## src/rtl/instr_mem_loader_pkg.sv

```systemverilog
// Shared definitions for the instruction memory loader: FSM state encodings,
// byte/word geometry and the default halt encoding.
package instr_mem_loader_pkg;

    localparam int          BYTE_W         = 8;
    localparam int          BYTES_PER_WORD = 4;
    localparam logic [31:0] DEF_HALT_WORD  = 32'hFFFF_FFFF;

    typedef logic [2:0] loader_state_t;

    localparam loader_state_t ST_IDLE  = 3'd0;
    localparam loader_state_t ST_RECV  = 3'd1;
    localparam loader_state_t ST_WRITE = 3'd2;
    localparam loader_state_t ST_CHK   = 3'd3;
    localparam loader_state_t ST_DONE  = 3'd4;

    function automatic int bytes_per_word(input int size_word);
        return size_word / BYTE_W;
    endfunction

endpackage

```

## src/rtl/word_assembler.sv

```systemverilog
// Collects a big-endian byte stream into SIZE_WORD-bit words; word_valid
// flags the byte that completes a word, the finished word is visible next cycle.
module word_assembler
    import instr_mem_loader_pkg::*;
#(
    parameter int SIZE_WORD = 32
) (
    input  logic                 i_clk,
    input  logic                 i_reset,
    input  logic                 i_clear,
    input  logic                 i_byte_valid,
    input  logic [BYTE_W-1:0]    i_byte,
    output logic [SIZE_WORD-1:0] o_word,
    output logic                 o_word_valid
);

    localparam int BPW   = bytes_per_word(SIZE_WORD);
    localparam int IDX_W = (BPW > 1) ? $clog2(BPW) : 1;
    localparam logic [IDX_W-1:0] LAST_IDX = IDX_W'(BPW - 1);

    logic [IDX_W-1:0]     idx_r;
    logic [SIZE_WORD-1:0] word_r;

    assign o_word       = word_r;
    assign o_word_valid = i_byte_valid & (idx_r == LAST_IDX);

    // Byte index counter and MSB-first shift register.
    always_ff @(posedge i_clk or posedge i_reset) begin
        if (i_reset) begin
            idx_r  <= '0;
            word_r <= '0;
        end else if (i_clear) begin
            idx_r  <= '0;
            word_r <= '0;
        end else if (i_byte_valid) begin
            word_r <= {word_r[SIZE_WORD-BYTE_W-1:0], i_byte};
            idx_r  <= (idx_r == LAST_IDX) ? '0 : idx_r + IDX_W'(1);
        end
    end

endmodule

```

## src/rtl/instr_mem_loader.sv

```systemverilog
// Loads a program from the UART byte stream into instruction memory.
// Optional LOADER_CHECKSUM_EN adds a trailing XOR checksum byte and o_chk_err.
module instr_mem_loader
    import instr_mem_loader_pkg::*;
#(
    parameter int                   SIZE_PC   = 32,
    parameter int                   SIZE_WORD = 32,
    parameter int                   MEM_DEPTH = 256,
    parameter logic [SIZE_WORD-1:0] HALT_WORD = DEF_HALT_WORD
) (
    input  logic                           i_clk,
    input  logic                           i_reset,
    input  logic                           i_load_req,
    input  logic [7:0]                     i_rx_data,
    input  logic                           i_rx_valid,
    output logic                           o_rx_ready,
    output logic                           o_mem_wr_en,
    output logic [SIZE_PC-1:0]             o_mem_addr,
    output logic [SIZE_WORD-1:0]           o_mem_wr_data,
    output logic                           o_loading,
    output logic                           o_load_done,
    output logic                           o_overflow,
    output logic [$clog2(MEM_DEPTH+1)-1:0] o_word_count
`ifdef LOADER_CHECKSUM_EN
    ,
    output logic                           o_chk_err
`endif
);

    localparam int CNT_W = $clog2(MEM_DEPTH + 1);
    localparam int BPW   = bytes_per_word(SIZE_WORD);
    localparam logic [CNT_W-1:0] DEPTH_CNT = CNT_W'(MEM_DEPTH);
    localparam logic [CNT_W-1:0] LAST_CNT  = CNT_W'(MEM_DEPTH - 1);

    loader_state_t        state_r;
    loader_state_t        state_nxt_s;
    logic [SIZE_PC-1:0]   addr_r;
    logic [CNT_W-1:0]     count_r;
    logic                 ovf_r;
    logic                 rx_ready_r;
    logic                 wr_en_r;
    logic                 loading_r;
    logic                 done_r;
    logic                 accept_s;
    logic                 data_accept_s;
    logic                 word_valid_s;
    logic                 is_halt_s;
    logic [SIZE_WORD-1:0] word_s;

    // A restart in the same cycle as a handshake drops the byte.
    assign accept_s      = i_rx_valid & rx_ready_r & ~i_load_req;
    assign data_accept_s = accept_s & (state_r == ST_RECV);
    assign is_halt_s     = (word_s == HALT_WORD);

    word_assembler #(
        .SIZE_WORD(SIZE_WORD)
    ) u_word_assembler (
        .i_clk       (i_clk),
        .i_reset     (i_reset),
        .i_clear     (i_load_req),
        .i_byte_valid(data_accept_s),
        .i_byte      (i_rx_data),
        .o_word      (word_s),
        .o_word_valid(word_valid_s)
    );

    // Next-state decode; a load request overrides every state.
    always_comb begin
        state_nxt_s = state_r;
        if (i_load_req) begin
            state_nxt_s = ST_RECV;
        end else begin
            case (state_r)
                ST_IDLE:  state_nxt_s = ST_IDLE;
                ST_RECV:  state_nxt_s = word_valid_s ? ST_WRITE : ST_RECV;
                ST_WRITE: begin
                    if (is_halt_s) begin
`ifdef LOADER_CHECKSUM_EN
                        state_nxt_s = ST_CHK;
`else
                        state_nxt_s = ST_DONE;
`endif
                    end else if (count_r == LAST_CNT) begin
                        state_nxt_s = ST_DONE;
                    end else begin
                        state_nxt_s = ST_RECV;
                    end
                end
`ifdef LOADER_CHECKSUM_EN
                ST_CHK:   state_nxt_s = accept_s ? ST_DONE : ST_CHK;
`endif
                ST_DONE:  state_nxt_s = ST_DONE;
                default:  state_nxt_s = ST_IDLE;
            endcase
        end
    end

    // State, registered status outputs, write address and word count.
    always_ff @(posedge i_clk or posedge i_reset) begin
        if (i_reset) begin
            state_r    <= ST_IDLE;
            rx_ready_r <= 1'b0;
            wr_en_r    <= 1'b0;
            loading_r  <= 1'b0;
            done_r     <= 1'b0;
            addr_r     <= '0;
            count_r    <= '0;
            ovf_r      <= 1'b0;
        end else begin
            state_r    <= state_nxt_s;
            rx_ready_r <= (state_nxt_s == ST_RECV) || (state_nxt_s == ST_CHK);
            wr_en_r    <= (state_nxt_s == ST_WRITE);
            loading_r  <= (state_nxt_s == ST_RECV) || (state_nxt_s == ST_WRITE) ||
                          (state_nxt_s == ST_CHK);
            done_r     <= (state_nxt_s == ST_DONE);
            if (i_load_req) begin
                addr_r  <= '0;
                count_r <= '0;
                ovf_r   <= 1'b0;
            end else if (state_r == ST_WRITE) begin
                addr_r <= addr_r + SIZE_PC'(BPW);
                if (count_r != DEPTH_CNT) begin
                    count_r <= count_r + CNT_W'(1);
                end
                if (!is_halt_s && (count_r == LAST_CNT)) begin
                    ovf_r <= 1'b1;
                end
            end
        end
    end

`ifdef LOADER_CHECKSUM_EN
    logic [7:0] chk_r;
    logic       chk_err_r;

    // Running XOR of data bytes, compared against the trailing checksum byte.
    always_ff @(posedge i_clk or posedge i_reset) begin
        if (i_reset) begin
            chk_r     <= 8'h00;
            chk_err_r <= 1'b0;
        end else if (i_load_req) begin
            chk_r     <= 8'h00;
            chk_err_r <= 1'b0;
        end else if (data_accept_s) begin
            chk_r <= chk_r ^ i_rx_data;
        end else if ((state_r == ST_CHK) && accept_s) begin
            chk_err_r <= (i_rx_data != chk_r);
        end
    end

    assign o_chk_err = chk_err_r;
`endif

    assign o_rx_ready    = rx_ready_r;
    assign o_mem_wr_en   = wr_en_r;
    assign o_mem_addr    = addr_r;
    assign o_mem_wr_data = word_s;
    assign o_loading     = loading_r;
    assign o_load_done   = done_r;
    assign o_overflow    = ovf_r;
    assign o_word_count  = count_r;

endmodule

```

## config.mk

```make
export PLATFORM = sky130hd
export DESIGN_NAME = instr_mem_loader
export DESIGN_NICKNAME = d
export VERILOG_FILES = /design/src/rtl/instr_mem_loader_pkg.sv /design/src/rtl/word_assembler.sv /design/src/rtl/instr_mem_loader.sv
export SDC_FILE = /design/constraint.sdc
export NUM_CORES = 1
export LEC_CHECK = 0
export CAP_MARGIN = 20
export CORE_MARGIN = 2
export CORE_UTILIZATION = 40
export DETAILED_ROUTE_END_ITERATION = 7
export PLACE_DENSITY = 0.66
export SYNTH_ARGS = -nofsm -noshare
export SYNTH_HDL_FRONTEND = slang
export SYNTH_HIERARCHICAL = 1
export SYNTH_SLANG_ARGS = --single-unit
```

## constraint.sdc

```tcl
create_clock -name i_clk -period 4.61 [get_ports i_clk]
set_clock_uncertainty 0.15 [all_clocks]
set_input_delay 0.6915 -clock i_clk [delete_from_list [all_inputs] [get_ports i_clk]]
set_output_delay 0.6915 -clock i_clk [all_outputs]
set_load 0.005 [all_outputs]
```

Yosys cells after proc, flatten, opt, wreduce, memory -nomap -nowiden:

Cells that the tools add are included.

* bits in registers: 83
* bits of input ports: 12
* output and inout bits: 78
* word-level logic and storage cells: 58

* add/subtract/negate cells: 3
* equality and inequality tests: 11
* mux-type cells: 18
* bitwise logic cells: 5
* reductions and logical operators: 11

Operator list (number)
* $mux 32: 4
* $add 32x3->32 const B: 1
* $eq 32x32->1 const B: 1
* $mux 9: 3
* $add 9x1->9 const B: 1
* $eq 3x2->1 const B: 3
* $eq 9x8->1 const B: 1
* $mux 3: 3
* $ne 9x9->1 const B: 1
* $pmux 3 s3: 1
* $mux 2: 4
* $reduce_bool 2->1: 4
* $eq 3x1->1 const B: 2
* $eq 3x3->1 const B: 2
* $and 1x1->1: 4
* $reduce_and 2->1: 2
* $logic_or 1x1->1: 3
* $mux 1: 3
* $add 2x1->2 const B: 1
* $eq 2x2->1 const B: 1
* $logic_and 1x1->1: 1
* $logic_not 1->1: 1
* $not 1->1: 1

Logic depth before layout (Yosys ltp):

* depth in word-level cells: 10
* depth in mapped cells: 7
* gate-level depth less buffers: 7

Hierarchy:

Netlist, hierarchy kept.

By module, submodules not included
* instr_mem_loader: instances 1, cells an instance 262, area an instance 2504.9 um2, sequential area each 1176.1 um2
* word_assembler: instances 1, cells an instance 113, area an instance 1431.4 um2, sequential area each 850.8 um2

Worst setup path before layout:

Ideal clock, no wire load.

* kind: register -> register
* from: register state_r[2]
* to: register addr_r[22], in the netlist o_mem_addr[22]
* library setup time: 0.125 ns
* arrival: 2.014 ns
* required time: 4.335 ns
* setup slack: 2.321 ns
* cell stages (with the launch flop): 6
* path buffers: 1
* clock period less this slack: 2.289 ns
* path through: dfrtp_1 or3b_4 or4_4 buf_6 nor4_1 mux2_2

* longest elaborated chain between the ends: 2

Ends and longest elaborated chain
* start: declaration: line instr_mem_loader.sv:35 `loader_state_t state_r;`
* start signal: assignment: line instr_mem_loader.sv:110 `state_r <= state_nxt_s;`
* $eq 3x2->1: line instr_mem_loader.sv:120 `end else if (state_r == ST_WRITE) begin`
* $reduce_bool 2->1 (no line)
* end signal: assignment: line instr_mem_loader.sv:121 `addr_r <= addr_r + SIZE_PC'(BPW);`
* end: declaration: line instr_mem_loader.sv:37 `logic [SIZE_PC-1:0] addr_r;`

No other way between the ends.
A chain may end at the register's enable or synchronous reset.

Worst setup path after layout:

* from: register state_r[2]
* to: register addr_r[29], in the netlist o_mem_addr[29]

The elaborated chain is that of the path after synthesis.

==> qor.yml <==
status: "finished, final reports clean"
r2r_slack_ns: 2.05
wl_um: 9140
cts_tree: "built"
cp.required_ns: 4.71
switching_share_pct: 26.5
htree_num_levels: 3
cts.sinks: 81
cp_slowest_cell: "or4_4"
synthCells: 375
synth_edf_count: 0
first_pass_iters: 4
hold_end: "o_overflow"
p_comb_share_pct: 7.5
syn_area_per_cell_sq_um: 10.5
pin_count: 90
cp_cell_sequence: "or3b_4 -> or4_4 -> nor4b_1 -> mux2_2"
grt_use_total_pct: 17.8
worstHoldStart: "o_overflow"
synth.area.top_cells: "dfrtp_1, mux2i_1, nor2_1, nand4_1, mux2_2"
clockBufferDepth: 2
fin_setup_tns_ns: 0
synthFlopType: "dfrtp_1"
port_buffers: 87
final_antenna_net_count: 0
grt_max_degree: 86
grt_overflow: 0
timing.rr.start: "state_r[2]"
async_flop_share_pct: 100
hp-class: "reg -> reg"
first_global_vias: 2956
ctsHoldBuffers: 0
syn_to_final_growth_pct: 28.3
cts_setup_buffers: 0
grt_pass1_wl_um: 14700
finalPower_mw: 1.32
critPathMaxFanout: 15
clk_pin_slew_ns: 0.09
synth_top_cell_by_area: "dfrtp_1"
core_sq_um: 9680
fin_crit_sh_pct: 55.6
num_antenna_cells: 0
worstPathArrival_ns: 2.66
place_inst: 577
m1WireLength_um: 4190
synth_cell_types: 43
root_buffer: "clkbuf_8"
finalCriticalPeriod_ns: 2.56
dp_hpwl_um: 6170
syn_area_sq_um: 3940
cts_made_buffers: 9
fmax_ghz: 0.390
ff2ff_path_depth: 4
seqPwrFrac_pct: 55.4
drt-wirelength-per-cell_um: 15.4
cap_violations: 0
pwr-share-clk_pct: 37.2
finalHoldWorstSlack_ns: 0.395
holdPathStages: 2
layout.nets: 473
cts.repair.resized: 0
slowest_delay_ns: 0.65
antenna_found_initial: 0
vias_per_cell: 5.26
wl_met3_um: 395
fp.dieW_um: 103
synth_top_area_share_pct: 51.5
rows: 36
die-height_um: 103
drc: 0
final_hold_viol_count: 0
drt_iter0_markers: 124
vdd_ir_drop_max_uv: 158
power.density_nw_per_um2: 262
cp-start-kind: "flip-flop"
gp_congestion: 0.794
rsz0062_at_grt: "false"
switching_power_mw: 0.351
top_layer: "met4"
worst_pin_slew_ns: 0.954
p_int_mw: 0.973
ys_warn_count: 6
insertion_delay_ns: 0.36
endpoint_kind: "flip-flop"
criticalPathCategory: "reg -> reg"
die-area_sq_um: 10700
synth-seq-area-share_pct: 51.5
wl_met2_um: 4470
synth_seq_cells: 81
stdcell_count: 594
timing.rr.end: "o_mem_addr[29]"
drv_slew: 0
maxSlewHeadroom_pct: 36.3
start_util_pct: 40.6
drive_gt1_share_pct: 8.03
vias: 3122
cellLeakagePower_nw: 2.06
setup_viol: 0
## worst max path at each step
stage                           from             end  cells past startpoint
after CTS                 state_r[2]  o_mem_addr[29]                      4
after global placement    i_rx_valid     o_mem_wr_en                      6
final                     state_r[2]  o_mem_addr[29]                      4
after global routing      state_r[2]  o_mem_addr[29]                      4
after detailed placement  state_r[2]  o_mem_addr[29]                      4
after floorplan           state_r[2]  o_mem_addr[22]                      5
## sequential cells by signal, indices dropped and copies added, names as in the netlist
register                 flops
o_loading                    1
o_rx_ready                   1
o_mem_wr_en                  1
o_overflow                   1
o_word_count                 9
u_word_assembler/o_word     32
o_mem_addr                  30
u_word_assembler/idx_r       2
state_r                      3
o_load_done                  1
## cells by family after synthesis
logic type | after synthesis | synth area share (%)
AND/OR/NAND/NOR | 151 | 20.0
flip-flops | 81 | 51.5
XOR/XNOR | 17 | 3.78
other | 1 | 0.0953
AO/OA/AOI/OAI | 43 | 7.06
buffers and inverters | 36 | 5.34
multiplexers | 41 | 10.6
adder cells (fa/ha/maj) | 5 | 1.59
## metrics by stage
step | cell area (sq um) | setup WS (ns) | util [%]
after floorplan | 3940 | 2.32 | -
after global placement | 4850 | 2.07 | 50.0
after detailed placement | 4850 | 2.05 | 50.0
after CTS | 5030 | 2.04 | 51.9
after global routing | 5050 | 1.97 | 52.1
final | 5050 | 2.05 | 52.1
## critical path: cells and delay by family (launching register included)
| family | cells | cell delay (ns) |
|---|---|---|
| flip-flops | 1 | 0.43 |
| multiplexers | 1 | 0.37 |
| AND/OR/NAND/NOR | 3 | 1.52 |
## synth_stat cells (all sizes together), types with 8 or more instances
cell type,count
nor2,62
dfrtp,81
clkbuf,11
or4,12
inv,12
nand3,10
mux2i,34
nand4,22
xnor2,8
xor2,9
nand2,10
buf,12
o31ai,8
a21oi,15
## layout make-up
type,count,area (sq um)
inverters,13,48.8
flip-flops and latches,81,2030
clock buffers,9,124
well taps,133,166
fillers,863,4630
multi-input cells,259,1710
clock inverters,7,60.1
repair buffers,92,916
## power by group through the flow
stage	sequential (mW)	clock, mW	combinational, mW
floorplan	0.745	0	0.0632
global route	0.735	0.537	0.110
detailed placement	0.747	0	0.0974
CTS	0.733	0.509	0.0981
finish	0.733	0.492	0.0987
global placement	0.747	0	0.0967
## routing by layer
layer	up-vias	GRT usage, %
li1	1496	-
met1	1543	24.2
met2	77	28.8
met3	6	4.37
met4	0	4.35
met5	-	0
## layout by cell type (no fill, tap or decap), types with 8 or more instances in the layout
cell / instances
dfrtp_1: 81
mux2i_1: 34
o31ai_1: 8
xor2_1: 9
nand4_1: 22
nand2_1: 10
nand3_1: 10
clkdlybuf4s50_1: 86
clkbuf_8: 9
xnor2_1: 8
nor2_1: 61
a21oi_1: 15
inv_1: 11
or4_1: 10
No activity file was read; power rests on OpenSTA's default activity.
==> edit 1 (same settings) <==
Build with the macro `LOADER_CHECKSUM_EN` defined.
--- a/src/rtl/instr_mem_loader.sv
+++ b/src/rtl/instr_mem_loader.sv
@@ -1,5 +1,7 @@
 // Loads a program from the UART byte stream into instruction memory.
 // Optional LOADER_CHECKSUM_EN adds a trailing XOR checksum byte and o_chk_err.
+`define LOADER_CHECKSUM_EN
+
 module instr_mem_loader
     import instr_mem_loader_pkg::*;
 #(
Check against the original RTL (old outputs only; new: o_chk_err): not equivalent (Yosys sat finds a counterexample within 10 cycles, from zero or initial values and one cycle with i_reset high).
==> edit 1 against the unedited design <==
  * Worst setup slack got worse by 0.29 ns
  * Design area increased by 10%
  * Sequential cell count increased by 9
  * Maximum frequency decreased by 10%
  * Area after synthesis increased by 13%
  * Power increased by 13%
  * Wire length increased by 11%
  * Clock power increased by 15%
  * Sequential share of layout area increased by 0.23 points
  * Critical path depth increased by 4
==> edit 1: results <==
group,metric,value,unit
worst_setup_path,reg2reg_slack,1.86,ns
timing,tightestPinTransition,0.8356,ns
synth,synth-compound-area-share,7.562,%
global_routing,grt_use_total,17.65,%
drt,wl_met3,296,um
synth,yosysUniqueCellTypes,47,
worst_setup_path,rr_endpoint,"o_mem_addr[30]",
drt,drt-initial-drc-count,177,
synth,ys_top_cells_by_area,"dfrtp_1, mux2i_1, nor2_1",
global_routing,grt_use_met3,3.201,%
worst_setup_path,worstSetupEndpoint,"o_loading",
placement,placed_area,5365,um2
worst_setup_path,rr_startpoint,"state_r[1]",
drt,num_vias,3456,
finish,nFillCells,1013,
synth,seq_area_frac_synth,50.79,%
global_routing,grt_use_met1,24.80,%
placement,portBuffers,88,
synth,synth-adder-area-share,1.411,%
pwr,vdd_drop_max,0.1331,mV
pwr,powerClk,0.564,mW
finish,drive_gt1_share,6.615,%
synth,yosys.area_share.xor_xnor,6.123,%
placement,gp_congestion,0.7970,
worst_setup_path,critPathLaunch,"i_rx_valid",
worst_setup_path,cp_max_fo,35,
placement,dp_worst_setup_slack,1.408,ns
global_routing,grt_pass1_wl,16480,um
drt,drt_wl_total,10140,um
worst_setup_path,critPathArrivalTime,2.94,ns
global_routing,grt_pass1_vias,3242,
synth,synthTopCellsByCount,"dfrtp_1, nor2_1, mux2i_1, xnor2_1, a21oi_1",
pwr,p_int,1.134,mW
run_status,status,"completed",
pwr,p_leak,2.242,nW
pwr,p_per_area,267.5,nW/um2
drt,wl_met2,4871,um
global_routing,grt_start_max_net_pins,66,
edit 1: cell types whose count changed in the layout (fill, tap and decap cells not counted), moves of 4 or more:
| cell | delta |
|---|---|
| inv_6 | -4 |
| o31ai_1 | +4 |
| nand2_1 | +6 |
| a21oi_1 | +7 |
| xnor2_1 | +16 |
| o21ai_0 | +4 |
| dfrtp_1 | +9 |
| and4_1 | +4 |
| nand3_1 | +5 |
| nor3b_1 | +5 |
| nand4_1 | -6 |
edit 1: final cells by class:
class	count	share of cell area (%)
inverters	12	0.8074
flip-flops and latches	90	40.37
multi-input cells	303	35.48
well taps	140	3.140
clock buffers	11	2.714
clock inverters	5	1.121
repair buffers	93	16.37
edit 1: metrics by stage:
step	hold WS (ns)	utilization (%)	instances
finish	0.3709	51.47	654
global route	0.3932	51.47	654
CTS	0.3708	51.47	654
detailed placement	0.3583	49.49	638
global placement	0.3566	49.49	638
floorplan	0.3403	-	430
==> edit 2 (config.mk and constraints unchanged) <==
Made on the original files. Put one more register stage on the output `o_word_count`, cleared by the reset. The value now appears one clock later. The other outputs are not delayed to match.
--- a/src/rtl/instr_mem_loader.sv
+++ b/src/rtl/instr_mem_loader.sv
@@ -158,7 +158,13 @@
     assign o_loading     = loading_r;
     assign o_load_done   = done_r;
     assign o_overflow    = ovf_r;
-    assign o_word_count  = count_r;
+    always_ff @(posedge i_clk or posedge i_reset) begin
+        if (i_reset) begin
+            o_word_count <= '0;
+        end else begin
+            o_word_count <= count_r;
+        end
+    end
 
 endmodule
 
Check against the original RTL: not equivalent (a bounded check fails within 10 cycles, from zero or initial values and one cycle with i_reset high).
==> edit 2 against the unedited design <==
  * Design area increased by 4.7%
  * Non-clock buffer count fell by 1
  * Clock power up 15%
  * Count of clock-buffer cells in the layout rose by 2
  * Sequential cell count up 9
  * Power rose by 8.9%
  * Worst setup slack lost 0.33 ns
  * Wire length up 2.6%
  * Area after synthesis increased by 5.9%
  * Critical path type unchanged
==> edit 2: results <==
group,metric,value,unit
timing,fin_hold_ws,0.2969,ns
worst_setup_path,r2r_cells,5,
worst_setup_path,rr_startpoint,"o_mem_addr[2]",
finish,largest_register_ffs,32,
clocking,htree_levels,3,
synth,ys_top_cells_by_area,"dfrtp_1, mux2i_1, nor2_1",
finish,nFillCells,927,
clocking,root_buffer,"clkbuf_8",
worst_hold_path,holdPathStages,0,
worst_setup_path,rr_endpoint,"o_mem_addr[20]",
timing,fin_setup_tns,0,ns
drt,drtPass1Iterations,4,
clocking,numCtsBuffers,9,
worst_hold_path,min_from,"count_r[8]",
worst_setup_path,reg2reg_slack,1.71,ns
placement,dp_hpwl,6382,um
timing,relSlewSlack,36.68,%
synth,synth-async-reset-ratio,100.0,%
global_routing,grt_use_total,17.37,%
clocking,ctsLongestPathBuffers,2,
pwr,p_leak,2.122,nW
synth,yosysUniqueCellTypes,47,
worst_hold_path,hold_class,"flop to flop",
drt,num_vias,3290,
worst_hold_path,hold_end,"o_word_count[8]",
clocking,clk_latency,0.35,ns
drt,drt_wl_total,9378,um
synth,seq_area_frac_synth,54.02,%
clocking,clk_pin_slew,0.10,ns
pwr,vdd_drop_max,0.1088,mV
global_routing,grt_pass1_vias,3179,
worst_setup_path,slowest_delay,0.68,ns
drt,drt-initial-drc-count,159,
global_routing,grt_pass1_wl,15780,um
global_routing,antenna_found_initial,0,
clocking,post_cts_buffers,0,
worst_setup_path,critPathArrivalTime,3.00,ns
finish,drive_gt1_share,6.369,%
worst_setup_path,critical_path_class,"flop to flop",
placement,gp_congestion,0.8329,
finish,nNetsFinal,483,
synth,synthTopCellsByCount,"dfrtp_1, nor2_1, mux2i_1, a21oi_1, or4_1",
placement,portBuffers,87,
synth,synth_warnings,6,
run_status,status,"completed",
global_routing,grt_start_max_net_pins,79,
finish,antennaDiodeCount,0,
clocking,ctsResizeCount,0,
worst_setup_path,cpMaxStageDelayCell,"nand4_1",
worst_setup_path,cp_max_fo,19,
edit 2: cell count changes after synthesis, moves of 5 or more:
cell	before	now
and3_1	7	1
mux2_2	7	2
nor2_1	61	49
a21oi_1	15	21
o31ai_1	8	14
nand2_1	10	18
or4_1	10	19
dfrtp_1	81	90
nand4_1	22	14
edit 2: worst max-delay path: cells and delay by family (launching register included):
| kind | cells | cell delay (ns) |
|---|---|---|
| muxes | 1 | 0.37 |
| and+or+nand+nor | 3 | 1.72 |
| DFF | 1 | 0.41 |
| adders and majority gates | 1 | 0.15 |
edit 2: final cells by class:
cell class / count / share of cell area (%)
sequential: 90 / 42.58
multi-input combinational: 259 / 32.17
timing repair buffer: 91 / 16.94
tap: 136 / 3.217
clock buffer: 11 / 2.863
clock inverter: 5 / 1.159
inverter: 15 / 1.065
edit 2: worst max-delay path by stage:
stage / end / depth (start not counted)
final: o_mem_addr[20] / 5
after global routing: o_mem_addr[20] / 5
after CTS: o_mem_addr[20] / 5
after detailed placement: o_mem_addr[20] / 5
after global placement: count_r[7] / 6
after floorplan: count_r[2] / 5
edit 2: report_power, final:
group          internal (mW)  switching, mW
clock network          0.283          0.280
registers              0.795        0.00753
logic                 0.0306         0.0444
total                   1.11          0.332
edit 2: cells by family after synthesis:
kind of cell               Yosys count  share of synthesized area (%)
AOI/OAI and AO/OA                   57                          8.764
xor gates and xnor gates            14                          2.941
adders and majority gates            5                          1.501
buffers and inverters               38                          5.372
DFF                                 90                          54.02
muxes                               35                          8.463
other                                1                        0.08995
and+or+nand+nor                    146                          18.85
edit 2: per-layer routing:
metal	up-vias	part of all wire, %	GRT usage [%]
li1	1551	-	-
met1	1626	46	24.07
met2	101	48	27.00
met3	12	4.8	3.311
met4	0	1.5	6.861
met5	-	0	0
edit 2: metrics by stage:
step	cell area, um2	std cells	setup slack, ns
detailed placement	5076	591	1.678
global route	5289	607	1.373
floorplan	4173	387	2.037
finish	5289	607	1.711
global placement	5076	591	1.772
CTS	5289	607	1.690
